--- config.mk ---
export PLATFORM = sky130hd
export DESIGN_NAME = dest_resolver
export DESIGN_NICKNAME = d
export VERILOG_FILES = /design/src/rtl/packet_filter_pkg.sv /design/src/rtl/dest_fifo.sv /design/src/rtl/dest_resolver.sv
export SDC_FILE = /design/constraint.sdc
export NUM_CORES = 1
export LEC_CHECK = 0
export CAP_MARGIN = 20
export CORE_AREA = 2 2 63 124
export CTS_BUF_LIST = sky130_fd_sc_hd__clkbuf_8 sky130_fd_sc_hd__clkbuf_16
export CTS_CLUSTER_SIZE = 16
export DETAILED_ROUTE_END_ITERATION = 8
export DIE_AREA = 0 0 65 126
export PLACE_DENSITY = 0.5
export RECOVER_POWER = 100
export SYNTH_ARGS = -nofsm -noshare
export SYNTH_HDL_FRONTEND = slang
export SYNTH_SLANG_ARGS = --single-unit
--- constraint.sdc ---
create_clock -name clk -period 3 [get_ports clk]
set_input_delay 0.45 -clock clk [delete_from_list [all_inputs] [get_ports clk]]
set_output_delay 0.45 -clock clk [all_outputs]
set_load 0.05 [all_outputs]
--- src/rtl/packet_filter_pkg.sv ---
// Shared types and constants for the packet filter ingress path.
package packet_filter_pkg;

    localparam int MAC_BITS = 48;
    localparam logic [MAC_BITS-1:0] MAC_INVALID_MASK = 48'hC000_0000_0000;

    typedef enum logic [1:0] {
        IDLE,
        HDR,
        BODY
    } dest_state_e;

    typedef struct packed {
        logic [3:0] port;
        logic       invalid;
        logic       bcast;
    } dest_result_t;

endpackage

--- src/rtl/dest_fifo.sv ---
// Small synchronous result FIFO; a push while full is taken only
// together with a pop in the same cycle.
module dest_fifo #(
    parameter int WIDTH = 4,
    parameter int DEPTH = 2
) (
    input  logic             clk_i,
    input  logic             rst_ni,
    input  logic             push_i,
    input  logic [WIDTH-1:0] data_i,
    input  logic             pop_i,
    output logic [WIDTH-1:0] data_o,
    output logic             full_o,
    output logic             empty_o
);
    localparam int AW = $clog2(DEPTH);

    logic [WIDTH-1:0] mem_q [DEPTH];
    logic [AW:0]      wptr_q, wptr_d;
    logic [AW:0]      rptr_q, rptr_d;
    logic             do_push, do_pop;

    assign empty_o = (wptr_q == rptr_q);
    assign full_o  = (wptr_q == {~rptr_q[AW], rptr_q[AW-1:0]});
    assign do_pop  = pop_i && !empty_o;
    assign do_push = push_i && (!full_o || pop_i);
    assign data_o  = mem_q[rptr_q[AW-1:0]];

    always_comb begin
        wptr_d = wptr_q;
        rptr_d = rptr_q;
        if (do_push) wptr_d = wptr_q + (AW+1)'(1);
        if (do_pop)  rptr_d = rptr_q + (AW+1)'(1);
    end

    always_ff @(posedge clk_i or negedge rst_ni) begin
        if (!rst_ni) begin
            wptr_q <= '0;
            rptr_q <= '0;
            for (int i = 0; i < DEPTH; i++) mem_q[i] <= '0;
        end else begin
            wptr_q <= wptr_d;
            rptr_q <= rptr_d;
            if (do_push) mem_q[wptr_q[AW-1:0]] <= data_i;
        end
    end

endmodule

--- src/rtl/dest_resolver.sv ---
// Destination MAC to egress port resolver with result FIFO.
// Optional broadcast detection is enabled with DEST_BCAST_EN.
module dest_resolver
    import packet_filter_pkg::*;
#(
    parameter int DATA_W    = 16,
    parameter int MAC_WORDS = 3,
    parameter int NUM_PORTS = 4,
    parameter int DEPTH     = 2,
    localparam int PORT_W   = $clog2(NUM_PORTS)
) (
    input  logic              clk,
    input  logic              reset,
    input  logic [DATA_W-1:0] in_tdata,
    input  logic              in_tvalid,
    input  logic              in_tlast,
    output logic              in_tready,
    output logic [PORT_W-1:0] dest_tdata,
    output logic              dest_tuser,
    output logic              dest_bcast,
    output logic              dest_tvalid,
    input  logic              dest_tready,
    output logic [15:0]       err_cnt
);
    localparam int WCNT_W = $clog2(MAC_WORDS) + 1;
    localparam logic [WCNT_W-1:0] WCNT_LAST = WCNT_W'(MAC_WORDS - 1);
`ifdef DEST_BCAST_EN
    localparam int RES_W = PORT_W + 2;
`else
    localparam int RES_W = PORT_W + 1;
`endif

    dest_state_e         state_q, state_d;
    logic [WCNT_W-1:0]   wcnt_q, wcnt_d;
    logic [MAC_BITS-1:0] mac_q, mac_d, mac_full;
    logic [15:0]         err_q, err_d;

    logic              done_beat, runt_beat, push_req, push, accept;
    logic              fifo_full, fifo_empty;
    logic [PORT_W-1:0] res_port;
    logic              res_inv;
    logic [RES_W-1:0]  push_data, head_data;
    dest_result_t      head;
`ifdef DEST_BCAST_EN
    logic              res_bcast;
`endif

    assign accept = in_tvalid && in_tready;
    assign push   = push_req && in_tready;

    always_ff @(posedge clk or negedge reset) begin
        if (!reset) begin
            state_q <= IDLE;
            wcnt_q  <= '0;
            mac_q   <= '0;
            err_q   <= '0;
        end else begin
            state_q <= state_d;
            wcnt_q  <= wcnt_d;
            mac_q   <= mac_d;
            err_q   <= err_d;
        end
    end

    always_comb begin
        state_d = state_q;
        wcnt_d  = wcnt_q;
        mac_d   = mac_q;
        if (accept) begin
            unique case (state_q)
                IDLE, HDR: begin
                    if (runt_beat) begin
                        state_d = IDLE;
                        wcnt_d  = '0;
                        mac_d   = '0;
                    end else if (done_beat) begin
                        state_d = in_tlast ? IDLE : BODY;
                        wcnt_d  = '0;
                        mac_d   = mac_full;
                    end else begin
                        state_d = HDR;
                        wcnt_d  = wcnt_q + WCNT_W'(1);
                        mac_d   = mac_full;
                    end
                end
                BODY: if (in_tlast) state_d = IDLE;
                default: state_d = IDLE;
            endcase
        end
    end

    // Word 0 starts a fresh MAC; later words shift in below it.
    always_comb begin
        done_beat = 1'b0;
        runt_beat = 1'b0;
        unique case (state_q)
            IDLE: begin
                done_beat = (MAC_WORDS == 1);
                runt_beat = in_tlast && (MAC_WORDS != 1);
            end
            HDR: begin
                done_beat = (wcnt_q == WCNT_LAST);
                runt_beat = in_tlast && (wcnt_q != WCNT_LAST);
            end
            default: ;
        endcase
        mac_full  = (state_q == IDLE) ? MAC_BITS'(in_tdata)
                                      : ((mac_q << DATA_W) | MAC_BITS'(in_tdata));
        push_req  = in_tvalid && (done_beat || runt_beat);
        in_tready = !(push_req && fifo_full && !dest_tready);

        res_port  = PORT_W'(mac_full);
        res_inv   = ((mac_full & MAC_INVALID_MASK) == MAC_INVALID_MASK)
                 || (32'(res_port) >= NUM_PORTS);
`ifdef DEST_BCAST_EN
        res_bcast = (mac_full == '1);
        if (res_bcast) begin
            res_port = '0;
            res_inv  = 1'b0;
        end
`endif
        if (runt_beat) begin
            res_port = '0;
            res_inv  = 1'b1;
`ifdef DEST_BCAST_EN
            res_bcast = 1'b0;
`endif
        end
`ifdef DEST_BCAST_EN
        push_data = {res_port, res_inv, res_bcast};
`else
        push_data = {res_port, res_inv};
`endif
    end

    always_comb begin
        err_d = err_q;
        if (push && res_inv && (err_q != 16'hFFFF)) err_d = err_q + 16'd1;
    end

    dest_fifo #(
        .WIDTH (RES_W),
        .DEPTH (DEPTH)
    ) u_fifo (
        .clk_i   (clk),
        .rst_ni  (reset),
        .push_i  (push),
        .data_i  (push_data),
        .pop_i   (dest_tready),
        .data_o  (head_data),
        .full_o  (fifo_full),
        .empty_o (fifo_empty)
    );

    always_comb begin
        head.port    = 4'(head_data[RES_W-1 -: PORT_W]);
        head.invalid = head_data[RES_W-1-PORT_W];
`ifdef DEST_BCAST_EN
        head.bcast   = head_data[0];
`else
        head.bcast   = 1'b0;
`endif
    end

    assign dest_tdata  = PORT_W'(head.port);
    assign dest_tuser  = head.invalid;
    assign dest_bcast  = head.bcast;
    assign dest_tvalid = !fifo_empty;
    assign err_cnt     = err_q;

endmodule
==> results, run 1 <==
- The flow ran to the end, but the final reports show violations.
- The final reports fail on max-capacitance violations, max-slew violations.
- After synthesis, the most frequently instantiated cells are 35 x sky130_fd_sc_hd__dfrtp_1, 16 x sky130_fd_sc_hd__nand2_1, 14 x sky130_fd_sc_hd__xnor2_1.
- Combinational logic is responsible for 39.2% of the overall power.
- The total global routing overflow is 0.
- The initial utilization of the core area, before any placement, comes to 24.4%.
- The gate count after technology mapping is 157.
- The initial antenna violation count came to 0.
- The number of synthesized flops with an enable pin is 0.
- At the end of the flow, the number of nets in the layout was 213.
- The share of async-settable or async-resettable flops after synthesis is 100%.
- The floorplan step defined a die boundary enclosing 8190 sq um.
- The worst slew margin relative to its limit is -28.7%.
- The floorplan has 44 rows.
- The count of H-tree levels built during CTS is 2.
- The net load switching power is 796 uW.
- The share of synthesized area in the top cell type comes to 49.9%.
- The worst hold path begins at mac_q[15]$_DFFE_PN0P_.
- Synthesis inferred 35 register bits.
- The slowest cell on the critical path is sky130_fd_sc_hd__dlygate4sd3_1.
- The number of buffers inserted for hold repair after clock tree synthesis is 0.
- The number of failing hold endpoints at the final stage is 0.
- The max-capacitance violation count is 1.
- The highest clock rate is 388 MHz.
- The number of buffers and inverters on the critical path is 2.
- The number of detailed-routing iterations run before antenna repair is 4.
- The number of global-route vias before repair is 1,244.
- The count of instances resized after the clock tree is built is 0.
- The count of warnings emitted by yosys is 0.
- The overall via count from detail_route is 1,226.
- The number of antenna diodes in the final layout is 0.
- The endpoint identified for the worst register-to-register timing path is err_cnt[1]$_DFFE_PN0P_.
- The analysis attributes to cell leakage a power of 0.999 nW.
- After the first detailed-routing iteration, the DRC count stood at 41.
- The type of the worst setup path is flip-flop to output port.
- The largest net degree at the start of global routing is 36.
- For hold timing, the worst endpoint is mac_q[15]$_DFFE_PN0P_.
- After filler insertion, the fill cell instance count of the layout stands at 747.
- Buffers added to address setup during post-CTS repair amount to 0.
- The via density per instance is 4.35.
- Yosys instantiated no cell more often than sky130_fd_sc_hd__dfrtp_1.
- The core region area is 7210 sq um.
- Counting the buffers created by CTS gives 5.
- The final-report max-slew violation count was 36.
- The count of buffers from port buffering is 29.
- For this run, the slowest stage of the critical path takes 0.90 ns.
- Relative to the synthesized area, the layout overhead comes to 27.2%.
- The share of the clock period used by the worst path is 85.9%.
- The chip width is 65 microns.
- For the worst setup path, the data required time is 2.55 ns.
- The clock share of power is 24.5%.
- The post-route setup TNS is 0 ns.
- When the netlist entered floorplanning its net count stood at 181.
- Net switching is 40.1% of the power.
- The maximum root-to-sink buffer count is 2.
- The register clock-pin slew on the reported worst setup and hold paths is 0.05 ns.
- Clock latency on the worst-skew pair, taken at its later pin, is 0.28 ns.
- The wire-length estimate of the detail-placed layout is 2.78 mm.
- The total power per unit cell area is 888 nW/um^2.
- The die is 126 microns tall.
- The biggest area consumer among synthesized cells is sky130_fd_sc_hd__dfrtp_1.
- Setup repair after global routing left no endpoint under its margin.
- The count of different cell masters after synthesis is 44.
- The post-route clock skew is 0.00396 ns.
- The per-cell routed wire length is 12.9 microns.
- The cell class contributing the biggest share of worst-path delay is buffers and inverters.
- The count of clock tree sinks is 35.
- The critical path startpoint category is a flip-flop.
- The sequential group share of total power is 36.2%.
- By area the synthesized netlist is led by sky130_fd_sc_hd__dfrtp_1 50%, sky130_fd_sc_hd__xnor2_1 7.0%, sky130_fd_sc_hd__mux2_2 5.8%, sky130_fd_sc_hd__nand2_1 3.4%, sky130_fd_sc_hd__xor2_1 2.5%.
- The ratio of cells with drive above 1 in the final layout is 13.2%.
- The root buffer cell is sky130_fd_sc_hd__clkbuf_16.
- The shortest clock period the worst path allows after layout is 2.58 ns.
- Across every metal layer, demand over resource in global routing totals 9.73%.
- TritonCTS built the clock tree.
- Among all flip-flop cells after synthesis, the most frequent one is sky130_fd_sc_hd__dfrtp_1.
- The total power consumption of the routed design is 1.99 mW.
- The maximum vdd ir drop is 0.294 mV.
- The average cell area after synthesis is 11.2 sq um.
- The length in cells of the worst reg-to-reg path is 6.
- The sum of routed wire length over all layers is 3.63 mm.
- The post-detailed-route count of antenna-violating nets is 0.
- The netlist area before placement is 1760 sq um.
- The weighted congestion reported at the end of routability-driven placement is 0.728.
- In this run the critical register-to-register path is launched from err_cnt[0]$_DFFE_PN0P_.
- The internal portion of the total power is 1.19 mW.
- The path class of the tightest hold or removal check is flip-flop to flip-flop.
- The worst endpoint data arrival time is 2.13 ns.
- The worst register-to-register path has a setup slack of 0.52 ns.
- The part of the Yosys area used for sequential elements is 49.9%.
- Walking the worst path, the cells encountered are xor2_1 -> inv_1 -> nand2_1 -> dlygate4sd3_1.
- The measured slew at the worst slew-check pin is 1.93 ns.
- For this run, design rule violations remaining after detail routing come to 0.
- The I/O pin count is 43.
- The first global-routing pass estimated 6.07 mm of wire.
- The total setup violations reported at the end of the flow is 0.
- The count of cells along the worst hold path is 2.
- The endpoint kind of the worst setup timing path is an output port.
- Along the worst path, the maximum fanout reaches 6.
## layout make-up
cell class	instances	area (sq um)	area share (%)
clock buffer	5	125	5.60
multi-input combinational	110	792	35.4
sequential	35	876	39.2
tap	92	115	5.15
clock inverter	3	12.5	0.560
timing repair buffer	32	295	13.2
inverter	5	18.8	0.840
## registers in the layout, summed over array words and instances (netlist names)
register	cells
err_cnt	16
u_fifo.rptr_q	2
state_q	2
u_fifo.mem_q	6
mac_q	4
wcnt_q	3
u_fifo.wptr_q	2
## tightest hold or removal path, stage by stage, from the launching register on
cell and delay, ns:
sky130_fd_sc_hd__dfrtp_1 0.34, sky130_fd_sc_hd__nand2_1 0.05, sky130_fd_sc_hd__o21ai_0 0.06
## kinds of logic after synthesis
logic type | after synthesis | synth area share, %
AOI/OAI and AO/OA | 20 | 8.48
xor gates and xnor gates | 20 | 10.4
adders and majority gates | 3 | 2.14
buffers and inverters | 12 | 4.34
DFF | 35 | 49.9
muxes | 10 | 6.34
other | 1 | 0.213
and+or+nand+nor | 56 | 18.2
## per-layer routing
layer / track usage, % / up-vias / share of wire (%)
met1: 9.79 / 593 / 37
met4: 4.13 / 0 / 2.1
met5: 0 / - / 0
met3: 2.41 / 7 / 3.3
li1: - / 604 / -
met2: 18.3 / 22 / 57
## through the flow
stage	hold WS [ns]	setup slack [ns]	instances	util, %	area [sq um]
2_1_floorplan	0.154	0.703	157	-	1760
3_3_place_gp	0.459	0.614	274	29.5	2120
3_5_place_dp	0.476	0.618	274	29.5	2120
4_1_cts	0.489	0.489	282	31.4	2260
5_1_grt	0.497	0.228	282	31.0	2230
6_report	0.479	0.422	282	31.0	2230
## worst max-delay path by stage
stage	to	cells after the start	from
floorplan	err_cnt[12]$_DFFE_PN0P_	8	err_cnt[0]$_DFFE_PN0P_
global placement	in_tready	4	dest_tready
detailed placement	in_tready	4	dest_tready
CTS	dest_tvalid	4	u_fifo.rptr_q[0]$_DFFE_PN0P_
global route	u_fifo.mem_q[1]$_DFFE_PN0P_	2	reset
finish	dest_tvalid	4	u_fifo.rptr_q[0]$_DFFE_PN0P_
## power groups by stage
stage               sequential [mW]  combinational [mW]  clock [mW]
floorplan                     0.779               0.548           0
global placement              0.735               0.824           0
detailed placement            0.738               0.834           0
CTS                           0.732               0.835       0.497
global route                  0.740               0.852       0.522
finish                        0.720               0.779       0.487
## cell usage in the layout, fill, tap and decap left out, drive strengths merged, types with 2 or more instances in the layout
cell type and n:
and3 6, and4 2, clkbuf 9, clkdlybuf4s50 7, dfrtp 35, dlygate4sd3 21
ha 3, inv 7, mux2 9, nand2 16, nand3 5, nand4 6
nor2 5, nor2b 2, nor3 5, nor3b 2, o21ai 10, o41ai 2
or2 2, xnor2 14, xor2 6
Power figures use the tool's default switching activity.
==> run 2, diff against run 1 <==
--- a/config.mk
+++ b/config.mk
@@ -13,6 +13,7 @@
 export DIE_AREA = 0 0 65 126
 export PLACE_DENSITY = 0.5
 export RECOVER_POWER = 100
+export SLEW_MARGIN = 0
 export SYNTH_ARGS = -nofsm -noshare
 export SYNTH_HDL_FRONTEND = slang
 export SYNTH_SLANG_ARGS = --single-unit
==> results of run 2 <==
The final DEF is identical to that of run 1; final timing and power are the same.
